==> src/rtl/commit_trace_collector.sv <==
// Commit trace collector: records memory and register write events from the core as
// timestamped entries in a small FIFO, drained by a host/debug reader over valid/ready.
// Events from one cycle are pushed together or dropped together; drops are counted.
module commit_trace_collector #(
    parameter int unsigned DEPTH  = 16,
    parameter int unsigned DATA_W = 32,
    parameter int unsigned TS_W   = 16,
    parameter int unsigned CNT_W  = 16
) (
    input  logic                   clk,
    input  logic                   reset,
    input  logic                   clear,
    input  logic                   capture_en,
    input  logic                   mem_we,
    input  logic [DATA_W-1:0]      mem_addr,
    input  logic [DATA_W-1:0]      mem_wdata,
    input  logic                   reg_we,
    input  logic [3:0]             reg_idx,
    input  logic [DATA_W-1:0]      reg_wdata,
    output logic                   out_valid,
    input  logic                   out_ready,
    output logic                   out_kind,
    output logic [TS_W-1:0]        out_ts,
    output logic [DATA_W-1:0]      out_addr,
    output logic [DATA_W-1:0]      out_data,
    output logic [$clog2(DEPTH):0] level,
    output logic                   overflow,
    output logic [CNT_W-1:0]       drop_count
);

    localparam int unsigned AW  = $clog2(DEPTH);
    localparam int unsigned LW  = AW + 1;
    localparam int unsigned CW1 = CNT_W + 1;

    localparam logic [LW-1:0]    DepthLvl = LW'(DEPTH);
    localparam logic [CNT_W-1:0] CntMax   = '1;

    // Entry storage, one array per field
    logic              kind_mem [DEPTH];
    logic [TS_W-1:0]   ts_mem   [DEPTH];
    logic [DATA_W-1:0] addr_mem [DEPTH];
    logic [DATA_W-1:0] data_mem [DEPTH];

    // Control state
    logic [AW-1:0]    rd_ptr_q, rd_ptr_d;
    logic [AW-1:0]    wr_ptr_q, wr_ptr_d;
    logic [LW-1:0]    level_q, level_d;
    logic [TS_W-1:0]  ts_q, ts_d;
    logic             overflow_q, overflow_d;
    logic [CNT_W-1:0] drop_q, drop_d;

    // Per-cycle decode
    logic          pop;
    logic          ev_mem, ev_reg;
    logic [1:0]    n_ev;
    logic [1:0]    n_push;
    logic [LW-1:0] free;
    logic          fits;
    logic          push_mem, push_reg;
    logic          drop;
    logic [AW-1:0] reg_slot;
    logic [CW1-1:0] drop_sum;

    // Head slot drives the output port directly
    assign out_valid  = (level_q != '0);
    assign out_kind   = kind_mem[rd_ptr_q];
    assign out_ts     = ts_mem[rd_ptr_q];
    assign out_addr   = addr_mem[rd_ptr_q];
    assign out_data   = data_mem[rd_ptr_q];
    assign level      = level_q;
    assign overflow   = overflow_q;
    assign drop_count = drop_q;

    // Event decode and all-or-nothing admission against the space freed by a same-cycle pop
    always_comb begin
        pop      = out_valid & out_ready;
        ev_mem   = mem_we & capture_en;
        ev_reg   = reg_we & capture_en;
        n_ev     = {1'b0, ev_mem} + {1'b0, ev_reg};
        free     = DepthLvl - level_q + LW'(pop);
        fits     = (LW'(n_ev) <= free);
        push_mem = ev_mem & fits;
        push_reg = ev_reg & fits;
        drop     = (n_ev != 2'd0) & ~fits;
        n_push   = fits ? n_ev : 2'd0;
        // Register entry lands behind the memory entry when both are pushed
        reg_slot = wr_ptr_q + AW'(push_mem);
    end

    // Next-state for pointers, level, timestamp and drop accounting; clear overrides all
    always_comb begin
        rd_ptr_d   = rd_ptr_q;
        wr_ptr_d   = wr_ptr_q;
        level_d    = level_q;
        ts_d       = ts_q + TS_W'(1);
        overflow_d = overflow_q;
        drop_d     = drop_q;
        drop_sum   = {1'b0, drop_q} + CW1'(n_ev);
        if (clear) begin
            rd_ptr_d   = '0;
            wr_ptr_d   = '0;
            level_d    = '0;
            ts_d       = '0;
            overflow_d = 1'b0;
            drop_d     = '0;
        end else begin
            rd_ptr_d = rd_ptr_q + AW'(pop);
            wr_ptr_d = wr_ptr_q + AW'(n_push);
            level_d  = level_q + LW'(n_push) - LW'(pop);
            if (drop) begin
                overflow_d = 1'b1;
                drop_d     = drop_sum[CNT_W] ? CntMax : drop_sum[CNT_W-1:0];
            end
        end
    end

    // Control state registers
    always_ff @(posedge clk or negedge reset) begin
        if (!reset) begin
            rd_ptr_q   <= '0;
            wr_ptr_q   <= '0;
            level_q    <= '0;
            ts_q       <= '0;
            overflow_q <= 1'b0;
            drop_q     <= '0;
        end else begin
            rd_ptr_q   <= rd_ptr_d;
            wr_ptr_q   <= wr_ptr_d;
            level_q    <= level_d;
            ts_q       <= ts_d;
            overflow_q <= overflow_d;
            drop_q     <= drop_d;
        end
    end

    // Entry writes; storage is reset so the output fields read zero out of reset
    always_ff @(posedge clk or negedge reset) begin
        if (!reset) begin
            for (int i = 0; i < int'(DEPTH); i++) begin
                kind_mem[i] <= 1'b0;
                ts_mem[i]   <= '0;
                addr_mem[i] <= '0;
                data_mem[i] <= '0;
            end
        end else if (!clear) begin
            if (push_mem) begin
                kind_mem[wr_ptr_q] <= 1'b0;
                ts_mem[wr_ptr_q]   <= ts_q;
                addr_mem[wr_ptr_q] <= mem_addr;
                data_mem[wr_ptr_q] <= mem_wdata;
            end
            if (push_reg) begin
                kind_mem[reg_slot] <= 1'b1;
                ts_mem[reg_slot]   <= ts_q;
                addr_mem[reg_slot] <= {{(DATA_W-4){1'b0}}, reg_idx};
                data_mem[reg_slot] <= reg_wdata;
            end
        end
    end

endmodule

==> config.mk <==
export PLATFORM = sky130hd
export DESIGN_NAME = commit_trace_collector
export DESIGN_NICKNAME = d
export VERILOG_FILES = /design/src/rtl/commit_trace_collector.sv
export SDC_FILE = /design/constraint.sdc
export NUM_CORES = 2
export LEC_CHECK = 0
export BUFFER_PORTS_ARGS = -buffer_cell sky130_fd_sc_hd__buf_4
export CORE_MARGIN = 2
export CORE_UTILIZATION = 35
export DETAILED_ROUTE_END_ITERATION = 7
export PLACE_DENSITY = 0.55
export SLEW_MARGIN = 20
export SYNTH_ARGS = -nofsm -noshare
export SYNTH_HDL_FRONTEND = slang
export SYNTH_SLANG_ARGS = --single-unit
==> constraint.sdc <==
create_clock -name clk -period 8.7 [get_ports clk]
set_input_delay 0.435 -clock clk [delete_from_list [all_inputs] [get_ports clk]]
set_output_delay 0.435 -clock clk [all_outputs]
set_load 0.005 [all_outputs]
Yosys cells after proc, flatten, opt, wreduce, memory -nomap -nowiden
Cells that the tools add are included.
{"block": "totals", "register_bits": 1342, "in_bits": 107, "output_inout_bits": 104, "elab_cells": 156}
{"block": "op_classes", "add_sub_neg": 10, "order_cmp": 6, "muxes": 52, "bitwise": 13, "n_reduce_logical": 5}
{"op": "two-way mux 512 bit", "n": 6}
{"op": "bitwise mux 512 bit", "n": 4}
{"op": "two-way mux 256 bit", "n": 3}
{"op": "bitwise mux 256 bit", "n": 2}
{"op": "binary-select mux 32 bit (select 4 bit)", "n": 2}
{"op": "demux 32 bit (select 4 bit)", "n": 2}
{"op": "two-way mux 32 bit", "n": 6}
{"op": "two-way mux 16 bit", "n": 11}
{"op": "demux 16 bit (select 4 bit)", "n": 2}
{"op": "binary-select mux 16 bit (select 4 bit)", "n": 1}
{"op": "adder 16 x 2 -> 17 bit", "n": 1}
{"op": "adder 16 x 1 -> 16 bit, second input constant", "n": 1}
{"op": "bitwise AND 16 bit", "n": 1}
{"op": "NOT 16 bit", "n": 1}
{"op": "OR 16 bit", "n": 1}
{"op": "greater-or-equal comparator 5 bit, second input constant", "n": 3}
{"op": "NOT 4 -> 5 bit", "n": 3}
{"op": "less-than comparator 5 x 1 -> 1 bit, second input constant", "n": 2}
{"op": "adder 4 x 1 -> 4 bit", "n": 2}
{"op": "demux 1 bit (select 4 bit)", "n": 2}
{"op": "two-way mux 4 bit", "n": 2}
{"op": "bitwise AND 1 bit", "n": 6}
{"op": "two-way mux 1 bit", "n": 6}
{"op": "adder 5 x 1 -> 5 bit", "n": 1}
{"op": "other kinds (13)", "n": 15}

Longest topological paths before layout
{"block": "depth", "ltp_word": 13, "depth_mapped": 28, "depth_no_buf": 24}

Worst setup path after synthesis
No wires, ideal clock.
{"block": "synth_timing", "path_kind": "register to register", "startpoint": "register level_q[3], in the netlist level[3]", "endpoint": "register ts_mem[70] (netlist name)", "setup_ps": 128, "arrival_ps": 5420, "t_required_ps": 8572, "setup_slack_ps": 3153, "path_stages_with_launch": 26, "n_path_buf": 4, "period_less_slack_ps": 5547, "path_cell_list": "dfrtp_1 > inv_1 > ha_1 > nor2b_1 > nand2_1 > nand2_1 > ha_1 > inv_1 > ha_1 > inv_1 > ha_1 > nor2b_1 > o2111ai_4 > nor3_4 > buf_6 > buf_4 > buf_2 > nor2_1 > ha_1 > ha_1 > nand4_1 > or2_2 > o21ai_1 > nand2_4 > buf_2 > mux2_1"}
{"block": "synth_between", "elab_chain_cells": 13, "elab_cells_between_ends": 18, "cone_classes": "add/sub (3); order compare (3); mux (6); bitwise (4); reduce/logical (2)"}
{"element": "start, declared", "line_no": "47", "source": "logic [LW-1:0] level_q, level_d;"}
{"element": "start signal, assigned", "line_no": "129", "source": "level_q <= level_d;"}
{"element": "nonzero test 5 bit (*)", "line_no": "65", "source": "assign out_valid = (level_q != '0);"}
{"element": "net out_valid", "line_no": "20", "source": "output logic out_valid,"}
{"element": "bitwise AND 1 bit (*)", "line_no": "76", "source": "pop = out_valid & out_ready;"}
{"element": "adder 5 x 1 -> 5 bit (*)", "line_no": "80", "source": "free = DepthLvl - level_q + LW'(pop);"}
{"element": "<= comparator 2 x 5 -> 1 bit (*)", "line_no": "81", "source": "fits = (LW'(n_ev) <= free);"}
{"element": "bitwise AND 1 bit", "line_no": "82", "source": "push_mem = ev_mem & fits;"}
{"element": "adder 4 x 1 -> 4 bit", "line_no": "87", "source": "reg_slot = wr_ptr_q + AW'(push_mem);"}
{"element": "NOT 4 -> 5 bit (implied by the code)", "line_no": "154", "source": "ts_mem[reg_slot] <= ts_q;"}
{"element": "greater-or-equal comparator 5 bit (implied by the code) or less-than comparator 5 x 1 -> 1 bit (tied branches)", "line_no": "154"}
{"element": "logical AND 1 bit (implied by the code)", "line_no": "154"}
{"element": "two-way mux 16 bit (implied by the code)", "line_no": "154"}
{"element": "demux 16 bit (select 4 bit)", "line_no": "154"}
{"element": "bitwise mux 256 bit", "line_no": "154"}
{"element": "two-way mux 256 bit (*)", "line_no": "152", "source": "if (push_reg) begin"}
{"element": "end signal, assigned by index", "line_no": "148", "source": "ts_mem[wr_ptr_q] <= ts_q;"}
{"element": "end signal, assigned by index", "line_no": "154"}
{"element": "end, declared", "line_no": "40", "source": "logic [TS_W-1:0] ts_mem [DEPTH];"}
The timed path passes the listed nets; every way through them passes the cells marked *. The select of a mux whose other input is x is not followed.
A chain may end at the register's enable or synchronous reset.

Worst setup path after layout
{"block": "layout_timing", "startpoint": "register level_q[3], in the netlist level[3]", "endpoint": "register data_mem[177] (netlist name)"}
{"block": "layout_between", "elab_chain_cells": 13, "elab_cells_between_ends": 18, "cone_classes": "add/sub (3); order compare (3); mux (6); bitwise (4); reduce/logical (2)"}
{"element": "branches (longest 2 deep; another with subtractor 5 bit)"}
{"element": "adder 5 x 1 -> 5 bit (*)", "line_no": "80"}
{"element": "<= comparator 2 x 5 -> 1 bit (*)", "line_no": "81"}
{"element": "bitwise AND 1 bit", "line_no": "82"}
{"element": "adder 4 x 1 -> 4 bit", "line_no": "87"}
{"element": "NOT 4 -> 5 bit (implied by the code)", "line_no": "156", "source": "data_mem[reg_slot] <= reg_wdata;"}
{"element": "greater-or-equal comparator 5 bit (implied by the code) or less-than comparator 5 x 1 -> 1 bit (tied branches)", "line_no": "156"}
{"element": "logical AND 1 bit (implied by the code)", "line_no": "156"}
{"element": "two-way mux 32 bit (implied by the code)", "line_no": "156"}
{"element": "demux 32 bit (select 4 bit)", "line_no": "156"}
{"element": "bitwise mux 512 bit", "line_no": "156"}
{"element": "two-way mux 512 bit (*)", "line_no": "152"}
{"element": "end signal, assigned by index", "line_no": "150", "source": "data_mem[wr_ptr_q] <= mem_wdata;"}
{"element": "end signal, assigned by index", "line_no": "156"}
{"element": "end, declared", "line_no": "42", "source": "logic [DATA_W-1:0] data_mem [DEPTH];"}
Mark *: on every way between the ends. The select of a mux whose other input is x is not followed.

==> out/qor.yml <==
synth:
  synthCells: 5528
  syn_nets: 5660
  synth_top_area_frac: 0.4963
  synthTopCellsByCount: "1342 x dfrtp_1, 445 x a22o_1, 422 x clkbuf_1"
  netlist-cell-type-count: 82
  yosysSeqAreaShare: 0.4963
  synthFlopType: "dfrtp_1"
  synth_top_cells_by_area: "dfrtp_1 50%, mux4_2 13%, a22o_1 5.8%, o221a_2 4.4%, mux2_2 4.3%"
  avgSynthCellArea_um2: 12.24
  ys_async_sr_fraction: 1.000
  netlist_area_um2: 67660
  synth-edff-count: 0
  synth_warnings: 0
  synth_seq_cells: 1342
  synth_top_area_cell: "dfrtp_1"
  synth_most_common_cell: "dfrtp_1"
sta:
  fmax_mhz: 151.9
  hold_viol_final: 0
  period_minus_slack_ns: 6.583
  setup_viol: 0
  rsz0062_at_grt: "no"
  slew_headroom: 0.1637
  tightest_slew_ns: 1.254
  fin_skew_ns: 0.03614
  tns_ns: 0
  hold_ws_ns: 0.03112
  slew_viol_final: 0
  period_share: 0.7566
finish:
  area_growth_pct: 13.52
  nFillCells: 18000
  layout.area.seq_um2: 33600
  drive_gt1_frac: 0.3037
  nets: 5502
  final_cells: 8016
  final_util: 0.3993
  multi_input_area_um2: 31410
worst_hold_path:
  hp-class: "in2reg"
  holdPathStages: 4
grt:
  antenna_found_initial: 14
  grt_pass1_vias: 54760
  grt_usage: 0.2747
  grt_pass1_wl_um: 399000
  grt.overflow.total: 0
  grt_max_degree: 157
drt:
  wl_per_cell_um: 34.27
  vias: 54340
  wl_um: 274700
  drc_errors: 0
  drt_first_pass_iters: 7
  vias_per_cell: 6.779
  first_iter_violations: 7459
  ant_nets: 0
run:
  max_cap_viol_count: 0
clocking:
  cts.path.max_buffers: 3
  clkLatencyLatePin_ns: 0.84
  cts-resized-gates: 0
  clock_sinks: 1342
  cts_buffers: 154
  path_clk_slew_ns: 0.06
  cts_root_buf: "clkbuf_16"
  cts_tree: "built"
  cts_max_level: 4
worst_setup_path:
  crit_required_ns: 9.44
  crit_path_start_kind: "flop"
  r2r_cells: 21
  crit_fanout: 49
  cp-end-kind: "flop"
  crit_arrival_ns: 7.32
  criticalPathCategory: "reg2reg"
place:
  placedCellCount: 7696
  gp_congestion: 0.8539
  port_buffers: 210
  dp_hpwl_um: 145700
floorplan:
  dieArea_um2: 196800
  die_h_um: 443.7
  start_util: 0.3517
  ios: 211
  rows: 161
  die_w_um: 443.7
  coreArea_um2: 192400
pwr:
  power.leakage_uw: 0.03208
  power.density_nw_per_um2: 257.9
  ir_drop_uv: 236.5
status:
  outcome: "completed"
==> critical path, stage by stage (launching register included) <==
cell	delay, ns
dfrtp_1	0.46
inv_1	0.12
ha_1	0.17
nor2b_1	0.28
nand2_1	0.11
nand2_1	0.10
ha_1	0.19
inv_1	0.05
ha_1	0.28
inv_1	0.04
ha_1	0.30
nor2b_1	0.19
o2111ai_4	0.35
nor3_4	0.05
nor2_1	0.12
ha_1	0.28
nand3_1	0.18
xnor2_2	0.23
buf_4	0.87
nand3_2	1.22
buf_4	0.63
o22ai_1	0.22
==> through the flow <==
stage	setup slack (ns)	power [uW]	cell area, um^2
3_5_place_dp	2.260	13110	71180
5_1_grt	1.954	20500	76800
3_3_place_gp	2.391	13050	71160
6_report	2.117	19810	76810
4_1_cts	2.228	19800	76730
2_1_floorplan	3.153	10910	67660
==> placed cells by master (no fill, tap or decap), types with 218 or more instances in the layout <==
cell     netlist  routed
dfrtp_1     1342    1338
a22o_1       445     445
mux4_2       405     405
buf_4         12     325
nand2_1      295     280
o221a_2      264     264
mux2_2       257     257
a21oi_1      246     242
nor3_1       236     232
o22ai_1      218     218
==> per-layer routing <==
metal  share of wire  wire length (um)  track usage  up-vias
met4           0.066             18100       0.1558        8
met2            0.44            119700       0.4045     3745
met1            0.39            106300       0.3624    28160
met5         0.00017                46            0        -
li1                -                 -            -    21390
met3            0.11             30650      0.07866     1044
==> cells by family (layout without fill, tap and decap cells) <==
logic type	count (synthesis)	in the layout	synth area share
fa+ha+maj	25	25	0.004956
buf+inv	773	730	0.04719
xor+xnor	22	22	0.002959
other cells	0	5	0
compound gates	1552	1552	0.1842
simple gates	1146	1146	0.08569
mux	668	668	0.1787
flops	1342	1342	0.4963
==> area by class of cell <==
class	count	share of cell area
Tap cell	2526	0.04115
Timing Repair Buffer	386	0.04213
Inverter	73	0.003568
Sequential cell	1342	0.4374
Clock buffer	225	0.05887
Antenna cell	5	0.0001629
Multi-Input combinational cell	3413	0.4089
Clock inverter	46	0.007819
==> timing repair <==
item,in CTS,in global routing
setup buffers,0,0
hold buffers,42,0
hold endpoints to repair,394,0
==> final timing paths <==
kind	slack, ns	end	start
min in group asynchronous	0.29	addr_mem[377]	reset
setup reg to reg	2.12	data_mem[177]	level[3]
hold / removal	0.03	data_mem[400]	reg_wdata[16]
setup / recovery	2.12	data_mem[177]	level[3]
hold reg to reg	0.49	kind_mem[14]	kind_mem[14]
max in group asynchronous	6.10	ts_mem[28]	reset
==> registers in the layout, indices dropped and copies added (netlist names) <==
register    cells
kind_mem       16
drop_count     16
level           5
ts_q           16
data_mem      512
addr_mem      512
ts_mem        256
overflow        1
wr_ptr_q        4
rd_ptr_q        4
==> power breakdown <==
part / leakage [uW] / internal [uW] / switching [uW]
Sequential: 0.0182 / 6980 / 514
Combinational: 0.0114 / 2290 / 3330
Clock: 0.00253 / 3880 / 2810
(Power assumes the default switching activity.)
